## config.mk

```make
export PLATFORM = sky130hd
export DESIGN_NAME = vin_pulsecounter_gate
export DESIGN_NICKNAME = d
export VERILOG_FILES = /design/src/rtl/vin_pulsecounter_pkg.sv /design/src/rtl/vin_pulsecounter_sync.sv /design/src/rtl/vin_pulsecounter_gate.sv
export SDC_FILE = /design/constraint.sdc
export NUM_CORES = 1
export LEC_CHECK = 0
export CORE_AREA = 2 2 144 146
export DETAILED_ROUTE_END_ITERATION = 6
export DIE_AREA = 0 0 146 148
export SLEW_MARGIN = 40
export SYNTH_ARGS = -nofsm -noshare
export SYNTH_HDL_FRONTEND = slang
export SYNTH_HIERARCHICAL = 1
export SYNTH_SLANG_ARGS = --single-unit
```

## constraint.sdc

```tcl
create_clock -name clk -period 4.75 [get_ports clk]
set_input_delay 0.475 -clock clk [delete_from_list [all_inputs] [get_ports clk]]
set_output_delay 0.475 -clock clk [all_outputs]
set_load 0.01 [all_outputs]
```

## src/rtl/vin_pulsecounter_pkg.sv

```systemverilog
// Shared definitions for the vin_pulsecounter gate sequencer: FSM encoding and
// saturation limit helpers parameterised by accumulator width.
package vin_pulsecounter_pkg;

  typedef enum logic [1:0] {
    IDLE  = 2'd0,
    ARM   = 2'd1,
    COUNT = 2'd2
  } state_t;

  localparam int COUNT_W_DEF = 16;
  localparam int GATE_W_DEF  = 32;

  // Largest positive value of a w-bit two's complement number
  function automatic longint sat_max(input int w);
    return (64'sd1 <<< (w - 1)) - 64'sd1;
  endfunction

  // Most negative value of a w-bit two's complement number
  function automatic longint sat_min(input int w);
    return -(64'sd1 <<< (w - 1));
  endfunction

endpackage

```

## src/rtl/vin_pulsecounter_sync.sv

```systemverilog
// Two-flop synchroniser plus rising-edge detector for one asynchronous pulse pin.
// evt is high for one cycle; the count lands on the third clk edge after the pin
// is first sampled high.
module vin_pulsecounter_sync (
  input  logic clk,
  input  logic RESET,
  input  logic pin,
  output logic evt
);

  logic s1, s2, s3;

  // Synchroniser chain with a trailing history flop for edge detection
  always_ff @(posedge clk) begin
    if (RESET) begin
      s1 <= 1'b0;
      s2 <= 1'b0;
      s3 <= 1'b0;
    end else begin
      s1 <= pin;
      s2 <= s1;
      s3 <= s2;
    end
  end

  assign evt = s2 & ~s3;

endmodule

```

## src/rtl/vin_pulsecounter_gate.sv

```systemverilog
// Gate-time sequencer: counts synchronised UP/DOWN edges into a saturating signed
// accumulator over back-to-back windows of gate_cycles clocks and publishes one
// snapshot per window with a single-cycle valid strobe.
module vin_pulsecounter_gate
  import vin_pulsecounter_pkg::*;
#(
  parameter int COUNT_W = COUNT_W_DEF,
  parameter int GATE_W  = GATE_W_DEF
) (
  input  logic               clk,
  input  logic               RESET,
  input  logic               enable,
  input  logic [GATE_W-1:0]  gate_cycles,
  input  logic               UP,
  input  logic               DOWN,
  output logic [COUNT_W-1:0] count_out,
  output logic               valid,
  output logic               overflow,
  output logic               busy
);

  localparam logic signed [COUNT_W:0] ACC_MAX = (COUNT_W + 1)'(sat_max(COUNT_W));
  localparam logic signed [COUNT_W:0] ACC_MIN = (COUNT_W + 1)'(sat_min(COUNT_W));
  localparam logic signed [COUNT_W:0] ONE     = (COUNT_W + 1)'(1);

  state_t                    state, state_nxt;
  logic [GATE_W-1:0]         gate_cnt;
  logic [GATE_W-1:0]         gate_load;
  logic signed [COUNT_W-1:0] acc;
  logic                      ovf;
  logic                      up_evt, dn_evt;
  logic signed [COUNT_W:0]   sum_ext;
  logic [COUNT_W-1:0]        acc_sat;
  logic                      clamp;
  logic                      last;

  vin_pulsecounter_sync u_sync_up (
    .clk   (clk),
    .RESET (RESET),
    .pin   (UP),
    .evt   (up_evt)
  );

  vin_pulsecounter_sync u_sync_dn (
    .clk   (clk),
    .RESET (RESET),
    .pin   (DOWN),
    .evt   (dn_evt)
  );

  // A zero window length still produces a one-cycle window
  assign gate_load = (gate_cycles == '0) ? GATE_W'(1) : gate_cycles;
  assign last      = (state == COUNT) && enable && (gate_cnt == GATE_W'(1));
  assign busy      = (state != IDLE);

  // Next accumulator value, widened by one bit so clamping never wraps
  always_comb begin
    sum_ext = {acc[COUNT_W-1], acc};
    if (up_evt && !dn_evt)      sum_ext = sum_ext + ONE;
    else if (dn_evt && !up_evt) sum_ext = sum_ext - ONE;
    clamp   = 1'b0;
    acc_sat = sum_ext[COUNT_W-1:0];
    if (sum_ext > ACC_MAX) begin
      acc_sat = ACC_MAX[COUNT_W-1:0];
      clamp   = 1'b1;
    end else if (sum_ext < ACC_MIN) begin
      acc_sat = ACC_MIN[COUNT_W-1:0];
      clamp   = 1'b1;
    end
  end

  // State register
  always_ff @(posedge clk) begin
    if (RESET) state <= IDLE;
    else       state <= state_nxt;
  end

  // Next-state logic; dropping enable aborts from any active state
  always_comb begin
    state_nxt = state;
    unique case (state)
      IDLE:    if (enable) state_nxt = ARM;
      ARM:     state_nxt = enable ? COUNT : IDLE;
      COUNT:   if (!enable) state_nxt = IDLE;
      default: state_nxt = IDLE;
    endcase
  end

  // Gate counter, accumulator and published snapshot
  always_ff @(posedge clk) begin
    if (RESET) begin
      gate_cnt  <= '0;
      acc       <= '0;
      ovf       <= 1'b0;
      count_out <= '0;
      overflow  <= 1'b0;
      valid     <= 1'b0;
    end else begin
      valid <= 1'b0;
      if (state == ARM) begin
        gate_cnt <= gate_load;
        acc      <= '0;
        ovf      <= 1'b0;
      end else if (last) begin
        // Window closes and the next one opens on the same edge
        count_out <= acc_sat;
        overflow  <= ovf | clamp;
        valid     <= 1'b1;
        acc       <= '0;
        ovf       <= 1'b0;
        gate_cnt  <= gate_load;
      end else if (state == COUNT && enable) begin
        acc      <= acc_sat;
        ovf      <= ovf | clamp;
        gate_cnt <= gate_cnt - GATE_W'(1);
      end
    end
  end

endmodule
```

* Yosys cells after proc, flatten, opt, wreduce, memory -nomap -nowiden
Index checks and enable logic that the tools add are counted.
** Storage, ports and cells
- Register bits :: 75
- Input port bits :: 37
- Latch bits :: 0
- Memory bits (writable) :: 0
- Memories :: 0
- Bits in read-only memories :: 0
- Word-level logic and storage cells :: 58
- Output and inout port bits :: 19
** Operators by class
- Multiply operators :: 0
- Reductions and logical operators :: 14
- $add $sub $neg :: 3
- Shift operators :: 0
- Multiplexer cells :: 15
- Bitwise operators :: 6
- Divide/modulo/power cells :: 0
- $lt $le $gt $ge :: 2
- Eq/ne operators :: 5
** Operators with widths (count)
- 32-bit 2-to-1 mux :: 4
- 17-bit 2-to-1 mux :: 2
- 32-bit by 1-bit == test with 1-bit output (second input constant) :: 1
- 32-bit logical NOT :: 1
- 16-bit 2-to-1 mux :: 2
- 32-bit by 1-bit subtractor with 32-bit output (second input constant) :: 1
- 16-bit by 2-bit adder with 17-bit output (second input constant) :: 1
- 17-bit by 16-bit > comparator with 1-bit output (second input constant) :: 1
- 17-bit by 16-bit less-than comparator with 1-bit output (second input constant) :: 1
- 16-bit by 2-bit subtractor with 17-bit output (second input constant) :: 1
- 2-bit 2-to-1 mux :: 3
- 2-bit one-hot mux with 3 select lines :: 1
- 1-bit logical AND :: 4
- 2-bit inequality test (second input constant) :: 2
- 2-bit AND reduction :: 2
- 1-bit 2-to-1 mux :: 3
- 1-bit inverter :: 3
- 3-bit nonzero test :: 1
- 3-bit OR reduction :: 1
- 1-bit AND :: 2
- 2-bit by 1-bit == test with 1-bit output (second input constant) :: 1
- 2-bit == test (second input constant) :: 1
- 1-bit logical NOT :: 2
- 2-bit logical NOT :: 1
- 3 further kinds :: 3

* Logic depth before layout (Yosys ltp)
Gate-level depths: netlist of run 1.
- Word-level depth :: 10
- Gate-level depth with buffers :: 11
- Gate-level depth less buffers :: 9

* Modules after synthesis
The synthesis of run 1 kept the hierarchy.
** By module, submodules not included
- vin_pulsecounter_gate :: area an instance 4334.2 sq um, cells an instance 570, instances 1, sequential area each 1381.3 sq um
- vin_pulsecounter_sync :: area an instance 87.6 sq um, cells an instance 7, instances 2, sequential area each 60.1 sq um

* Worst setup path before layout of run 1
No wires, ideal clock.
- Kind :: reg2reg
- Start point :: register u_sync_up.s2
- End point :: register acc[6]
- Clock period less this slack :: 2.887 ns
- Stages on the path, launching flop included :: 10
- Path slack :: 1.863 ns
- Arrival time :: 2.760 ns
- Cells stage by stage :: dfxtp_1 -> nor2b_2 -> clkbuf_1 -> nor4bb_1 -> nor4bb_1 -> or3b_1 -> o21bai_1 -> o32ai_2 -> o21ai_0 -> or3_1
** Between the ends
- Cells in the longest elaborated chain, start to end :: 8
** Ends and longest elaborated chain
- from (decl) :: line vin_pulsecounter_sync.sv:11 : logic s1, s2, s3;
- from (signal assigned) :: line vin_pulsecounter_sync.sv:17 : s2 <= 1'b0;
- from (signal assigned) :: line vin_pulsecounter_sync.sv:21 : s2 <= s1;
- 1-bit AND * :: line vin_pulsecounter_sync.sv:26 : assign evt = s2 & ~s3;
- named net up_evt :: line vin_pulsecounter_gate.sv:31 : logic up_evt, dn_evt;
- 1-bit logical NOT :: line vin_pulsecounter_gate.sv:60 : else if (dn_evt && !up_evt) sum_ext = sum_ext - ONE;
- 1-bit logical AND :: line vin_pulsecounter_gate.sv:60
- 17-bit 2-to-1 mux :: line vin_pulsecounter_gate.sv:60
- 17-bit 2-to-1 mux * :: line vin_pulsecounter_gate.sv:59 : if (up_evt && !dn_evt) sum_ext = sum_ext + ONE;
- 17-bit by 16-bit less-than comparator with 1-bit output :: line vin_pulsecounter_gate.sv:66 : end else if (sum_ext < ACC_MIN) begin
- 16-bit 2-to-1 mux :: line vin_pulsecounter_gate.sv:66
- 16-bit 2-to-1 mux * :: line vin_pulsecounter_gate.sv:63 : if (sum_ext > ACC_MAX) begin
- to (signal assigned) :: line vin_pulsecounter_gate.sv:113 : acc <= acc_sat;
- to (decl) :: line vin_pulsecounter_gate.sv:29 : logic signed [COUNT_W-1:0] acc;
Mark *: on every way through the listed nets, which the timed path passes. The rest lies on a longest branch.
A chain may end at the register's enable or synchronous reset.

* Final worst setup path of run 1
- Start point :: register u_sync_dn.s2
- End point :: register acc[6]
** Between the ends
- Cells in the longest elaborated chain, start to end :: 7
** Ends and longest elaborated chain (line)
- from (decl) :: vin_pulsecounter_sync.sv:11
- from (signal assigned) :: vin_pulsecounter_sync.sv:17
- from (signal assigned) :: vin_pulsecounter_sync.sv:21
- 1-bit AND * :: vin_pulsecounter_sync.sv:26
- named net dn_evt :: vin_pulsecounter_gate.sv:31
- 1-bit logical AND / 1-bit logical NOT (equally long branches) :: vin_pulsecounter_gate.sv:60, vin_pulsecounter_gate.sv:59
- 17-bit 2-to-1 mux / 1-bit logical AND (equally long branches) :: vin_pulsecounter_gate.sv:60, vin_pulsecounter_gate.sv:59
- 17-bit 2-to-1 mux * :: vin_pulsecounter_gate.sv:59
- 17-bit by 16-bit less-than comparator with 1-bit output :: vin_pulsecounter_gate.sv:66
- 16-bit 2-to-1 mux :: vin_pulsecounter_gate.sv:66
- 16-bit 2-to-1 mux * :: vin_pulsecounter_gate.sv:63
Marked as above.

==> results of run 1 <==
[layout by cell type (no fill, tap or decap), drive strengths merged, types with 12 or more instances in the layout]
cell	n
a211oi	20
a21oi	40
a221oi	12
clkdlybuf4s50	54
dfxtp	75
nand2	38
nand3	21
nor2	79
nor2b	12
nor3	39
nor4	23
o21ai	25
or4	14
xnor2	15
[state kept, by name, summed over array words and instances, names as in the netlist]
name	cells
state	2
overflow	1
acc	16
u_sync_dn/s2	1
ovf	1
count_out	16
u_sync_up/s1	1
u_sync_dn/s3	1
valid	1
u_sync_up/s3	1
u_sync_dn/s1	1
u_sync_up/s2	1
gate_cnt	32
[power by group through the flow]
stage	clock network, mW	logic, mW	registers (mW)
after floorplan	0	0.258	0.692
after global placement	0	0.355	0.701
after detailed placement	0	0.356	0.701
after CTS	0.770	0.359	0.687
after global routing	0.789	0.400	0.693
final	0.759	0.365	0.689
[synthesized netlist by cell type, drive strengths merged, types with 9 or more instances]
library cell	number
nor2	79
dfxtp	75
a21oi	40
nor3	39
nand2	38
clkbuf	32
o21ai	25
nor4	23
nand3	21
a211oi	20
xnor2	15
or4	14
a221oi	12
nor2b	12
xor2	11
inv	10
or3	10
buf	9
nand2b	9
[cell families (layout without fill, tap and decap cells)]
kind of cell | Yosys count | count (layout) | synth area share
xor gates and xnor gates | 26 | 26 | 0.0505
adders and majority gates | 4 | 4 | 0.0111
muxes | 3 | 3 | 0.00694
buffers and inverters | 51 | 86 | 0.0480
DFF | 75 | 75 | 0.333
and+or+nand+nor | 275 | 275 | 0.320
AOI/OAI and AO/OA | 150 | 150 | 0.230
[through the flow]
stage / setup slack [ps] / area [µm²]
floorplan: 1860 / 4510
global placement: 1300 / 5250
detailed placement: 1270 / 5260
CTS: 1340 / 5580
global route: 975 / 5600
finish: 1250 / 5600
[per-layer routing]
layer / GRT usage / part of all wire
met1: 0.175 / 0.48
met2: 0.195 / 0.44
met3: 0.0235 / 0.055
met4: 0.0568 / 0.025
met5: 0 / 0
[final cells by class]
type,count,share of cell area
tap,270,0.0604
clock inverter,6,0.0154
sequential,75,0.268
multi-input combinational,458,0.502
timing repair buffer,60,0.104
inverter,10,0.00671
clock buffer,10,0.0427
[worst max path at each step]
stage | startpoint | end | slack [ps]
after floorplan | u_sync_up/s2 | acc[6] | 1860
after global placement | enable | acc[2] | 1300
after detailed placement | enable | gate_cnt[5] | 1270
after CTS | u_sync_dn/s2 | acc[6] | 1340
after global routing | u_sync_dn/s2 | acc[6] | 970
final | u_sync_dn/s2 | acc[6] | 1250
[worst max-delay path, delay by kind of cell (launching register included)]
kind,cells,cell delay [ps]
flip-flops,1,320
AND/OR/NAND/NOR,5,2000
AO/OA/AOI/OAI,3,890
buffers and inverters,1,180
==> flow_summary.ini, run 1 <==
[outcome]
outcome = completed

[synth]
yosysTopAreaCell = dfxtp_1
synthCells = 584
synthArstFlopShare = 0
ys_seq_area_frac = 0.333
synth_cell_type_count = 70
synth_top_area_frac = 0.333
synth.avg_cell_area_um2 = 7.72
synth_edf_count = 0
synthTopCellsByArea = dfxtp_1 (33%), nor2_1 (6.3%), a21oi_1 (4.4%), nor3_1 (4.2%), a211oi_1 (3.3%)
synth_area_um2 = 4510
yosysWarnings = 6
synth_seq_cells = 75
synth_nets = 625
synthFlopType = dfxtp_1

[setup_path]
critPathKind = reg -> reg
cpMostUsedCell = nor4bb_1
path_cells = nor2b_2, nor4bb_1, nor4bb_1, buf_4, or3b_1, o21bai_1, o32ai_2, o21ai_0, or3_1
r2r_slack_ps = 1250
r2r_end = acc[6]
critPathRequiredTime_ps = 4980
crit_fanout = 10
worst_path_max_delay_cell = nor4bb_1
cp_slowest_stage_delay_ps = 600
r2r_cells = 9
r2r_start = u_sync_dn/s2
arrival_ps = 3720
end_kind = flop
worstSetupStartpointType = flop

[placed_design]
io_buffers = 55
post-dp-hpwl_mm = 9.78
dp.cells = 873
gp_congestion = 0.882

[global_routing]
grt_pass1_wl_mm = 22.5
grt_max_degree = 60
grt_pass1_vias = 4316
gr-total-overflow = 0
antenna_found_initial = 0
grtUsageTotal = 0.127

[pwr]
p_sw_mw = 0.539
p_per_area_nw_per_um2 = 324
vdd_drop_max_mv = 0.171
p_leak_nw = 1.93
power_frac_seq = 0.380
comb_power_share = 0.201
internal_power_mw = 1.27
power_mw = 1.81
switching_share = 0.297
clkPwrFrac = 0.419

[sta]
fmax_ghz = 0.286
post-route-period-util = 0.736
max_slew.worst_pin.slew_ps = 834
slew_viol_final = 0
setup_tns_ps = 0
rsz0062_at_grt = no
layout_min_cycle_time_ps = 3500
setup_viol = 0
fin_skew_ps = 7.00
fin_hold_ws_ps = 437
hold_viol = 0
slew_headroom = 0.439

[die]
initial_utilization = 0.225
row_count = 52
die_w_um = 146
core_region_area_um2 = 20000
ioPinCount = 56
die_area_um2 = 21600
die_y_um = 148

[clock_tree]
clk_pin_slew_ps = 60
postCtsSetupRepairBufs = 0
htreeDepth = 3
clk_latency_ps = 340
cts_buffer_depth = 2
cts_tree = yes
ctsRootBufferMaster = clkbuf_16
cts-resized-gates = 0
clock_sink_count = 75
hold_buffers = 0
cts_made_buffers = 9

[flow_run]
maxCapViolations = 0

[routing]
drt-total-wl_mm = 14.0
via_per_inst = 5.16
remaining_drc_errors = 0
postRouteAntennaNets = 0
routed-via-count = 4588
wire_per_inst_um = 15.8
firstDrtPassIters = 5
drtIter0Drc = 411

[cells_and_area]
drive_gt1_frac = 0.0727
utilization = 0.279
antenna_cells = 0
nFillCells = 2229
regArea_um2 = 1500
final_cell_count_no_fill = 889
finish.net_count = 655
syn_to_final_growth_pct = 24.1
multi_input_area_um2 = 2810

[hold_path]
min_path_cells = 1
hold_path_class = reg -> reg
holdPathEnd = u_sync_up/s2
min_from = u_sync_up/s1
Note: power is estimated with default switching activity, not from simulation.
==> run 2: changes to the inputs <==
==> constraint.sdc (replaced) <==
create_clock -name clk -period 3.13 [get_ports clk]
set_input_delay 0.313 -clock clk [delete_from_list [all_inputs] [get_ports clk]]
set_output_delay 0.313 -clock clk [all_outputs]
set_load 0.01 [all_outputs]
==> flow_summary.ini, run 2 (synthesis gave the netlist of run 1 again) <==
[clock_tree]
clock_sink_count = 75
clk_latency_ps = 340
cts_tree = yes
ctsRootBufferMaster = clkbuf_16
clk_pin_slew_ps = 60
htreeDepth = 3
hold_buffers = 0
cts_made_buffers = 9
cts_buffer_depth = 2

[die]
row_count = 52
core_region_area_um2 = 20000
initial_utilization = 0.225
die_y_um = 148
die_w_um = 146
die_area_um2 = 21600
ioPinCount = 56

[pwr]
clkPwrFrac = 0.393
switching_share = 0.298
power_frac_seq = 0.389
p_leak_nw = 2.03
comb_power_share = 0.217
p_sw_mw = 0.797
vdd_drop_max_mv = 0.202
internal_power_mw = 1.88
p_per_area_nw_per_um2 = 465

[global_routing]
grt_pass1_vias = 4338
grt_max_degree = 60
grtUsageTotal = 0.132
grt_pass1_wl_mm = 23.3
antenna_found_initial = 0
gr-total-overflow = 0

[setup_path]
critPathRequiredTime_ps = 3350
worst_path_max_delay_cell = or4_4
critPathKind = reg -> reg
cpMostUsedCell = or4_1
arrival_ps = 3190
worstSetupStartpointType = flop
path_cells = or4_1, or4_1, or4_4, nand2b_4, or4_1, a21oi_1, or3_1
crit_fanout = 12
end_kind = flop
cp_slowest_stage_delay_ps = 660
r2r_cells = 7

[cells_and_area]
top_register = gate_cnt
antenna_cells = 0
layout_common_cells = dfxtp_1 (75), nor2_1 (74), clkdlybuf4s50_1 (54)
nFillCells = 2196
reg_top3 = gate_cnt: 32 flops, acc: 16 flops, count_out: 16 flops
regArea_um2 = 1500
final_area_um2 = 5760
multi_input_area_um2 = 2820
syn_to_final_growth_pct = 27.7
largest_reg_flops = 32
finish.net_count = 680
final_common_cell = dfxtp_1
final_cell_count_no_fill = 914
drive_gt1_frac = 0.107

[sta]
fin_skew_ps = 6.12
max_slew.worst_pin.slew_ps = 663
slew_headroom = 0.557
hold_viol = 0
slew_viol_final = 0
layout_min_cycle_time_ps = 2970
post-route-period-util = 0.948
setup_viol = 0
fmax_ghz = 0.337

[outcome]
outcome = completed

[routing]
via_per_inst = 5.06
postRouteAntennaNets = 0
drtIter0Drc = 478
firstDrtPassIters = 7
drt-total-wl_mm = 14.0
routed-via-count = 4627
wire_per_inst_um = 15.4
remaining_drc_errors = 0

[hold_path]
min_path_cells = 3
hold_path_class = in -> reg

[placed_design]
dp.cells = 898
gp_congestion = 0.889
dpl_cell_area_um2 = 5440
io_buffers = 55
post-dp-hpwl_mm = 10.2

[flow_run]
maxCapViolations = 0
[run 2: changes by cell type in the layout (fill, tap and decap cells not counted), sizes merged]
cell | before | now
buf | 6 | 31
clkinv | 2 | 1
clkbuf | 10 | 12
inv | 11 | 10
bufinv | 2 | 1
clkinvlp | 1 | 2
[run 2: cell type report]
class | instances | area share
clock inverter | 4 | 0.00869
multi-input combinational | 458 | 0.489
inverter | 10 | 0.00652
tap | 270 | 0.0586
timing repair buffer | 85 | 0.134
clock buffer | 12 | 0.0428
sequential | 75 | 0.261
[run 2: timing repair]
| action | 4_1_cts | 5_1_grt |
|---|---|---|
| setup buffers | 0 | 0 |
| gates resized for setup | 0 | 5 |
| endpoints found under the setup margin | 0 | 17 |
[run 2: through the flow]
step                hold slack, ps  TNS, ps  setup WS, ps  power [mW]   util
CTS                            420        0           127        2.69  0.286
finish                         419        0           164        2.68  0.287
detailed placement             426        0           181        1.63  0.272
global placement               417        0           229        1.63  0.272
floorplan                      385        0           243        1.44      -
global route                   450    -3.95         -3.95        2.82  0.287
[run 2: critical path, delay by kind of cell, from the launching register on]
| kind | cells | cell delay [ps] |
|---|---|---|
| simple gates | 6 | 2430 |
| flops | 1 | 350 |
| compound gates | 1 | 50 |
[run 2: per-layer routing]
layer  global-route usage  share of wire
met2                0.194           0.44
met4               0.0573          0.022
met1                0.184           0.48
met3               0.0296          0.058
met5                    0              0
[run 2: final timing paths]
kind / start / end / slack (ps)
worst max-delay path: gate_cnt[12] / acc[4] / 160
worst min-delay path: RESET / valid / 420
worst max register to register: gate_cnt[12] / acc[4] / 160
worst min register to register: u_sync_dn/s1 / u_sync_dn/s2 / 430
[run 2: power by group through the flow]
stage	clock network (mW)	registers (mW)	logic (mW)
2_1_floorplan	0	1.05	0.391
3_3_place_gp	0	1.06	0.573
3_5_place_dp	0	1.06	0.572
4_1_cts	1.07	1.04	0.576
5_1_grt	1.12	1.05	0.645
6_report	1.05	1.04	0.581
